<file path="src/rtl/spike_time_decoder.sv">
`default_nettype none
// ============================================================================
// Module   : spike_time_decoder
// Purpose  : Decodes the arrival time of a rising-edge-coded spike within a
//            gamma cycle of GAMMA_CYCLE_WIDTH aclk cycles. The result of each
//            gamma cycle is presented, with a one-cycle time_valid strobe,
//            during phase 0 of the following gamma cycle.
// Ports    : aclk       - clock
//            grst       - asynchronous active-high reset
//            in         - spike input; a 0->1 transition marks a spike
//            phase      - current position inside the gamma cycle
//            spike_time - phase of the first edge of the previous gamma cycle
//                         (all ones when no edge was seen)
//            time_valid - one-cycle strobe qualifying the three results
//            no_spike   - no rising edge in the previous gamma cycle
//            pulse_err  - multiple edges or an overlong pulse last cycle
// Revision : 1.0 - initial release
// ============================================================================
module spike_time_decoder #(
   parameter int GAMMA_CYCLE_WIDTH = 16,
   parameter int PULSE_WIDTH       = 8
) (
   input  logic                                 aclk,
   input  logic                                 grst,
   input  logic                                 in,
   output logic [$clog2(GAMMA_CYCLE_WIDTH)-1:0] phase,
   output logic [$clog2(GAMMA_CYCLE_WIDTH)-1:0] spike_time,
   output logic                                 time_valid,
   output logic                                 no_spike,
   output logic                                 pulse_err
);

   localparam int c_phase_w = $clog2(GAMMA_CYCLE_WIDTH);
   // High-time counter must reach PULSE_WIDTH+1 to flag an overlong pulse.
   localparam int c_cnt_w   = $clog2(PULSE_WIDTH + 2);

   localparam logic [c_phase_w-1:0] c_last_phase = c_phase_w'(GAMMA_CYCLE_WIDTH - 1);
   localparam logic [c_cnt_w-1:0]   c_cnt_max    = c_cnt_w'(PULSE_WIDTH + 1);
   localparam logic [c_cnt_w-1:0]   c_cnt_lim    = c_cnt_w'(PULSE_WIDTH);

   typedef enum logic [0:0] {
      ST_WAIT = 1'b0,
      ST_HELD = 1'b1
   } state_t;

   state_t               r_state;
   state_t               w_state_next;

   logic [c_phase_w-1:0] r_phase;
   logic [c_phase_w-1:0] r_cap_time;
   logic [c_phase_w-1:0] r_spike_time;
   logic [c_cnt_w-1:0]   r_high_cnt;
   logic [c_cnt_w-1:0]   w_high_cnt_next;
   logic                 r_in_q;
   logic                 r_err;
   logic                 r_time_valid;
   logic                 r_no_spike;
   logic                 r_pulse_err;

   logic                 w_rise;
   logic                 w_last;
   logic                 w_over;
   logic                 w_capture;
   logic                 w_err_now;

   // ------------------------------------------------------------------------
   // Combinational decode
   // ------------------------------------------------------------------------
   always_comb begin
      w_rise    = in & ~r_in_q;
      w_last    = (r_phase == c_last_phase);
      w_capture = w_rise & (r_state == ST_WAIT);

      w_high_cnt_next = '0;
      if (in) begin
         w_high_cnt_next = (r_high_cnt == c_cnt_max) ? r_high_cnt : r_high_cnt + 1'b1;
      end

      // The pulse becomes overlong on the cycle that pushes the count past
      // PULSE_WIDTH; once saturated, every further high cycle re-flags it.
      w_over = in & (r_high_cnt >= c_cnt_lim);

      // Error state including anything detected in the current cycle, so the
      // last phase of a gamma cycle is judged like every other phase.
      w_err_now = r_err | w_over | (w_rise & (r_state == ST_HELD));
   end

   // ------------------------------------------------------------------------
   // Capture FSM
   // ------------------------------------------------------------------------
   always_ff @(posedge aclk or posedge grst) begin
      if (grst) begin
         r_state <= ST_WAIT;
      end else begin
         r_state <= w_state_next;
      end
   end

   always_comb begin
      w_state_next = r_state;
      if (w_last) begin
         w_state_next = ST_WAIT;
      end else if (w_capture) begin
         w_state_next = ST_HELD;
      end
   end

   // ------------------------------------------------------------------------
   // Phase counter, edge detector, pulse-width counter and result registers
   // ------------------------------------------------------------------------
   always_ff @(posedge aclk or posedge grst) begin
      if (grst) begin
         r_phase      <= '0;
         r_in_q       <= 1'b0;
         r_high_cnt   <= '0;
         r_err        <= 1'b0;
         r_cap_time   <= '0;
         r_spike_time <= '0;
         r_time_valid <= 1'b0;
         r_no_spike   <= 1'b0;
         r_pulse_err  <= 1'b0;
      end else begin
         // Power-of-two cycle length: natural overflow performs the wrap.
         r_phase      <= r_phase + 1'b1;
         r_in_q       <= in;
         // Deliberately not cleared at the wrap so a pulse spanning the
         // boundary keeps accumulating high time.
         r_high_cnt   <= w_high_cnt_next;
         r_time_valid <= w_last;

         if (w_last) begin
            // An edge arriving in the last phase while still waiting is
            // reported as that phase, which equals the all-ones value.
            r_spike_time <= (r_state == ST_HELD) ? r_cap_time : c_last_phase;
            r_no_spike   <= (r_state == ST_WAIT) & ~w_rise;
            r_pulse_err  <= w_err_now;
            r_err        <= 1'b0;
         end else begin
            r_err <= w_err_now;
            if (w_capture) begin
               r_cap_time <= r_phase;
            end
         end
      end
   end

   assign phase      = r_phase;
   assign spike_time = r_spike_time;
   assign time_valid = r_time_valid;
   assign no_spike   = r_no_spike;
   assign pulse_err  = r_pulse_err;

endmodule
`default_nettype wire

</file>
<file path="config.mk">
export PLATFORM = sky130hd
export DESIGN_NAME = spike_time_decoder
export DESIGN_NICKNAME = d
export VERILOG_FILES = /design/src/rtl/spike_time_decoder.sv
export SDC_FILE = /design/constraint.sdc
export NUM_CORES = 1
export LEC_CHECK = 0
export CORE_ASPECT_RATIO = 1.4
export CORE_MARGIN = 2
export CORE_UTILIZATION = 39
export DETAILED_ROUTE_END_ITERATION = 8
export GPL_TIMING_DRIVEN = 0
export PLACE_DENSITY_LB_ADDON = 0.15
export SYNTH_ARGS = -nofsm -noshare
export SYNTH_HDL_FRONTEND = slang
export SYNTH_SLANG_ARGS = --single-unit
</file>
<file path="constraint.sdc">
create_clock -name aclk -period 1.8 [get_ports aclk]
set_clock_uncertainty 0.1 [all_clocks]
set_input_delay 0.18 -clock aclk [delete_from_list [all_inputs] [get_ports aclk]]
set_output_delay 0.18 -clock aclk [all_outputs]
set_load 0.02 [all_outputs]
</file>
==> Word level (Yosys, flattened, before mapping) <==
Cells that the tools add are included.
{ "totals": {"wordCells": 35, "latchBits": 0, "n_memories": 0, "romBits": 0, "in_bits": 3, "ram_bits": 0, "ff_bits": 22, "out_inout_bits": 11} }
{ "op_classes": {"order_cmp": 1, "n_addsub": 2, "reduce_logical": 2, "n_eq_ne": 3, "n_bitwise": 11, "mul": 0, "div": 0, "muxes": 6, "n_shift": 0} }
{ "ops": {"columns": ["op", "count"], "rows": [
  ["two-way mux 4 bit", 3],
  ["adder 4 x 1 -> 4 bit (second input constant)", 2],
  ["equality test 4 bit (second input constant)", 2],
  ["bitwise AND 1 bit", 5],
  ["greater-or-equal comparator 4 bit (second input constant)", 1],
  ["inverter 1 bit", 4],
  ["two-way mux 1 bit", 3],
  ["!= test 2 bit (second input constant)", 1],
  ["bitwise OR 1 bit", 2],
  ["AND reduction 2 bit", 1],
  ["nonzero test 2 bit", 1]
]} }

==> Depth between registers and ports, before layout <==
Gate-level depths: netlist of the first run.
{ "logic_depth": {"ltp_word": 5, "mapped_depth": 6, "depth_no_buf": 5} }

==> Worst setup path before layout of the first run <==
No wires, ideal clock.
{ "synth_path": {"path_type": "reg2reg", "from": "reg r_phase[0], in the netlist phase[0]", "to": "reg r_cap_time[0]", "path_buffers": 1, "synth_period_minus_slack_ps": 1697, "path_stages_with_launch": 6, "path_slack_ps": 103, "t_required_ps": 1575, "setup_ps": 125, "arrival_ps": 1472, "cell_sequence": "dfrtp_1 > ha_1 > and3_1 > buf_2 > nor2_8 > mux2_4"} }
{ "synth_between": {"elab_chain_cells": 3} }
{ "synth_rtl": {"columns": ["item", "line_no", "rtl"], "rows": [
  ["from (decl)", "49", "logic [c_phase_w-1:0] r_phase;"],
  ["from (signal assigned)", "124", "r_phase <= r_phase + 1'b1;"],
  ["equality test 4 bit", "71", "w_last = (r_phase == c_last_phase);"],
  ["inverter 1 bit (no line)", null, null],
  ["AND reduction 2 bit (no line)", null, null],
  ["to (signal assigned)", "141", "r_cap_time <= r_phase;"],
  ["to (decl)", "50", "logic [c_phase_w-1:0] r_cap_time;"]
]} }
Parallel ways exist; a longest one is shown, timed or not.
A chain may end at the register's enable or synchronous reset.

==> Final worst setup path of the first run <==
Ends and elaborated chain as after synthesis.

==> flow_summary.toml, run 1 <==
[sta]
worst_slack_ns = 0.120
fmax_mhz = 595
fin_tns_setup_ns = 0
drv_slew = 0
fin_crit_sh_pct = 93.3
worst_pin_slew_ns = 0.801
hold_viol_final = 0
fin_crit_ns = 1.68
rsz0062_at_grt = "false"
max_slew_margin_pct = 46.5
whs_ns = 0.212
setup_viol = 0

[worst_hold_path]
hp-class = "in -> async"

[synthesis]
synth_xor_area_share_pct = 3.77
synthSimpleGateAreaFrac_pct = 12.7
async_reset_ff_share_pct = 100
synth_warnings = 0
syn_avg_cell_area_um2 = 12.4
synthMuxAreaShare_pct = 5.52
yosysSeqAreaShare_pct = 59.2
synthesis.nets = 82
synth_edf_count = 0
synth-main-ff-cell = "dfrtp_1"
synth_top_family_by_area = "simple AND/OR/NAND/NOR gates"
ys_seq_elements = 22
yosysUniqueCellTypes = 25
synthesis.area_um2 = 930
synth_compound_area_share_pct = 8.48
synthAdderAreaFrac_pct = 5.38
netlist_instances = 75

[final_layout]
drive_above_1_share_pct = 13.0
antenna_cells = 0
final_cell_mix = "22 x dfrtp_1, 13 x clkdlybuf4s50_1, 9 x inv_1"
fin_area_um2 = 1120
layout_commonest_cell = "dfrtp_1"
area_growth_pct = 20.9
fin_cells = 114
layout.nets = 100

[global_route]
grt_pass1_wl_um = 2340
grt_max_degree = 23
antenna_found_initial = 0
overflow = 0
grt_pass1_vias = 542
track_usage_pct = 11.7

[power_and_ir_drop]
powerDensity_nw_per_um2 = 886
p_leak_nw = 0.548
vdd_drop_max_mv = 0.407

[critical_path]
path_class = "reg -> reg"
crit_chain = "ha_1 > and3_1 > buf_2 > nor2_8 > mux2_4"
cp-start-kind = "flip-flop"
cp-end-kind = "flip-flop"
path_max_fanout = 6
crit_slowest_cell = "dfrtp_1"
crit_required_ns = 1.90
r2r_setup_slack_ns = 0.12
crit_family = "flip-flops"
critPathMaxStageDelay_ns = 0.44
crit_arrival_ns = 1.78
crit_buf_inv = 1

[cts]
hold_buffers = 0
cts_tree = "done"
path_clk_slew_ns = 0.12
clockRootBuffer = "clkbuf_4"
clock-sinks = 22
clockBufferDepth = 2
cts_buffers = 3
ctsResizeCount = 0
post_cts_buffers = 0
htreeDepth = 1
worstSkewPairLatency_ns = 0.30

[routing]
firstDrtPassIters = 4
drt-total-wl_um = 1390
drc = 0
wl_per_cell_um = 12.2
viasPerCell = 5.02
num_vias = 572
drt_iter0_markers = 6
detail-route-antenna-nets = 0

[placed_design]
dpl-instance-area_um2 = 1090
dpl.cell_count = 110
place_ws_ns = -0.127
gp_congestion = 0.673
port_buffers = 13
dpl.hpwl_um = 996

[floorplan]
die_area_um2 = 2800
start_util_pct = 41.7
die_x_um = 45.3
die_h_um = 61.8
coreArea_um2 = 2230
io_pins = 14
std_cell_rows = 20

[flow_run]
cap_viol_max_count = 0

[status]
outcome = "finished clean"
[routing by layer]
| layer | GRT usage, % | part of all wire [%] | vias to the layer above |
|---|---|---|---|
| met5 | 0 | 0 | - |
| met1 | 14.9 | 48 | 275 |
| li1 | - | - | 280 |
| met2 | 18.0 | 45 | 13 |
| met3 | 1.73 | 4.2 | 4 |
| met4 | 8.82 | 2.6 | 0 |
[Yosys cell counts, drive strengths merged, types with 3 or more instances]
library cell | count | share of area, %
a31oi | 5 | 3.4
dfrtp | 22 | 59
ha | 4 | 5.4
inv | 9 | 3.6
mux2 | 3 | 4.4
nor2 | 8 | 5.0
xnor2 | 3 | 2.8
[final cells by class]
type | instances | area (um2)
timing repair buffer | 13 | 130
buffer | 2 | 12.5
inverter | 9 | 33.8
clock buffer | 4 | 36.3
multi-input combinational | 42 | 333
fill | 208 | 1100
sequential | 22 | 551
tap | 22 | 27.5
[flip-flops by register name, indices dropped and copies added, names as in the netlist]
name / flops
r_high_cnt: 4
time_valid: 1
spike_time: 4
r_err: 1
no_spike: 1
r_cap_time: 4
pulse_err: 1
r_state: 1
r_in_q: 1
phase: 4
[worst paths after layout]
check | start | endpoint | cells after the start
worst max-delay path | phase[0]$_DFF_PP0_ | r_cap_time[0]$_DFFE_PP0P_ | 5
worst min-delay path | grst | phase[1]$_DFF_PP0_ | 2
worst max register to register | phase[0]$_DFF_PP0_ | r_cap_time[0]$_DFFE_PP0P_ | 5
worst min register to register | r_cap_time[3]$_DFFE_PP0P_ | r_cap_time[3]$_DFFE_PP0P_ | 1
max in group asynchronous | grst | r_in_q$_DFF_PP0_ | 2
min in group aclk | r_cap_time[3]$_DFFE_PP0P_ | r_cap_time[3]$_DFFE_PP0P_ | 1
[through the flow]
stage | utilization (%) | total power [mW]
after CTS | 50.4 | 1.01
after floorplan | - | 0.675
after global placement | 48.8 | 0.739
after global routing | 50.4 | 1.05
after detailed placement | 48.8 | 0.744
final | 50.4 | 0.996
[kinds of logic after synthesis]
kind of cell,count (synthesis)
flip-flops,22
AND/OR/NAND/NOR,19
AO/OA/AOI/OAI,11
buffers and inverters,11
XOR/XNOR,4
multiplexers,4
adder cells (fa/ha/maj),4
[power by group]
group,internal (mW),switching (mW)
clock network,0.123,0.142
logic,0.0836,0.0788
registers,0.539,0.0281
total,0.746,0.249
No activity file was read; power rests on OpenSTA's default activity.
==> run 2: changes to the inputs <==
- clock period: 1.8 -> 1.67 ns (I/O delays scaled with it)
==> run 2 against run 1 <==
Effect of this change:
- clock power fell by 12%
- global-route usage grew 0.57 points
- design area increased by 0.11%
- core utilization is 0.056 points higher
- count of clock-buffer cells in the layout unchanged
- sequential share of layout area rose by 0.057 points
- register-to-register slack worse by 0.03 ns
- worst setup slack lost 0.072 ns
- first-iteration DRC count unchanged
- worst hold slack better by 0.0017 ns
- power rose by 2.6%
- routed wire length is 2.3% higher
- largest cell class unchanged
==> flow_summary.toml, run 2 (same netlist as run 1, synthesis figures left out) <==
[floorplan]
std_cell_rows = 20
start_util_pct = 41.7
io_pins = 14
coreArea_um2 = 2230
die_area_um2 = 2800
die_h_um = 61.8
die_x_um = 45.3

[cts]
hold_buffers = 0
clockBufferDepth = 2
path_clk_slew_ns = 0.11
cts_buffers = 3
htreeDepth = 1
clock-sinks = 22
worstSkewPairLatency_ns = 0.29
cts_tree = "done"
clockRootBuffer = "clkbuf_4"

[critical_path]
cp-start-kind = "flip-flop"
crit_required_ns = 1.40
crit_buf_inv = 1
crit_arrival_ns = 1.35
cp.depth = 1
r2r-end = "r_cap_time[1]$_DFFE_PP0P_"
crit_slowest_cell = "clkdlybuf4s50_1"
cp-end-kind = "output pin"
crit_start = "phase[2]$_DFF_PP0_"
cp-endpoint = "phase[2]"
path_class = "reg -> out"
crit_chain = "clkdlybuf4s50_1"
critPathMaxStageDelay_ns = 0.63
crit_family = "buffers and inverters"
path_max_fanout = 5
reg2reg_depth = 3
rr_startpoint = "r_state$_DFFE_PP0P_"
r2r_setup_slack_ns = 0.09

[routing]
drc = 0
drt-total-wl_um = 1430
num_vias = 578
drt_iter0_markers = 6
detail-route-antenna-nets = 0
wl_per_cell_um = 12.5
firstDrtPassIters = 4
viasPerCell = 5.07

[global_route]
grt_pass1_wl_um = 2500
track_usage_pct = 12.3
grt_max_degree = 23
grt_pass1_vias = 583
overflow = 0
antenna_found_initial = 0

[final_layout]
layout.nets = 100
final_util_pct = 50.5
regArea_um2 = 552
fin_area_um2 = 1120
antenna_cells = 0
multi_input_area_um2 = 338
nFillCells = 219
layout_commonest_cell = "dfrtp_1"
area_growth_pct = 21.0
drive_above_1_share_pct = 14.1
final_cell_mix = "21 x dfrtp_1, 12 x clkdlybuf4s50_1, 9 x inv_1"

[sta]
fmax_mhz = 617
rsz0062_at_grt = "true"
setup_viol = 0
worst_pin_slew_ns = 0.805
max_slew_margin_pct = 46.3
fin_crit_sh_pct = 97.1
drv_slew = 0
whs_ns = 0.214
fin_crit_ns = 1.62
fin_tns_setup_ns = 0
hold_viol_final = 0

[placed_design]
dpl.hpwl_um = 1010
gp_congestion = 0.691
port_buffers = 13
dpl-instance-area_um2 = 1090

[flow_run]
cap_viol_max_count = 0

[power_and_ir_drop]
powerDensity_nw_per_um2 = 908
p_total_mw = 1.02
vdd_drop_max_mv = 0.500
p_leak_nw = 0.557

[worst_hold_path]
hp-class = "in -> async"

[status]
outcome = "finished clean"
[run 2: worst min-delay path by stage]
stage,from,depth (start not counted),endpoint,slack (ns)
after floorplan,grst,1,no_spike$_DFFE_PP0P_,0.06
after global placement,phase[0]$_DFF_PP0_,1,phase[0]$_DFF_PP0_,0.36
after detailed placement,phase[0]$_DFF_PP0_,1,phase[0]$_DFF_PP0_,0.37
after CTS,grst,2,r_cap_time[0]$_DFFE_PP0P_,0.24
after global routing,grst,2,r_cap_time[0]$_DFFE_PP0P_,0.29
final,grst,2,r_cap_time[0]$_DFFE_PP0P_,0.21
[run 2: timing repair]
item | 4_1_cts | 5_1_grt
setup buffers | 1 | 0
endpoints found under the setup margin | 2 | 3
pin swaps | 0 | 0
resized for setup | 1 | 2
gates cloned | 0 | 0
[run 2: power by group]
part           internal [mW]  switching [mW]
clock network         0.0928           0.142
registers              0.581          0.0298
logic                 0.0902          0.0854
total                  0.764           0.258
[run 2: per-layer routing]
metal | global-route usage [%] | wire length [um]
met1 | 16.9 | 652
met2 | 19.0 | 704
met3 | 1.73 | 58
met4 | 6.30 | 9
met5 | 0 | 0
[run 2: layout make-up]
class / instances / share of cell area (%)
Tap cell: 22 / 2.45
Inverter: 9 / 3.00
Timing Repair Buffer: 14 / 12.5
Buffer: 1 / 0.667
Sequential cell: 22 / 49.1
Multi-Input combinational cell: 42 / 30.0
Clock buffer: 4 / 2.34
[run 2: per-stage QoR]
step / setup slack (ns) / cells
2_1_floorplan: 0.00260 / 75
3_3_place_gp: -0.258 / 110
3_5_place_dp: -0.257 / 110
4_1_cts: 0.0182 / 114
5_1_grt: -0.00833 / 114
6_report: 0.0484 / 114
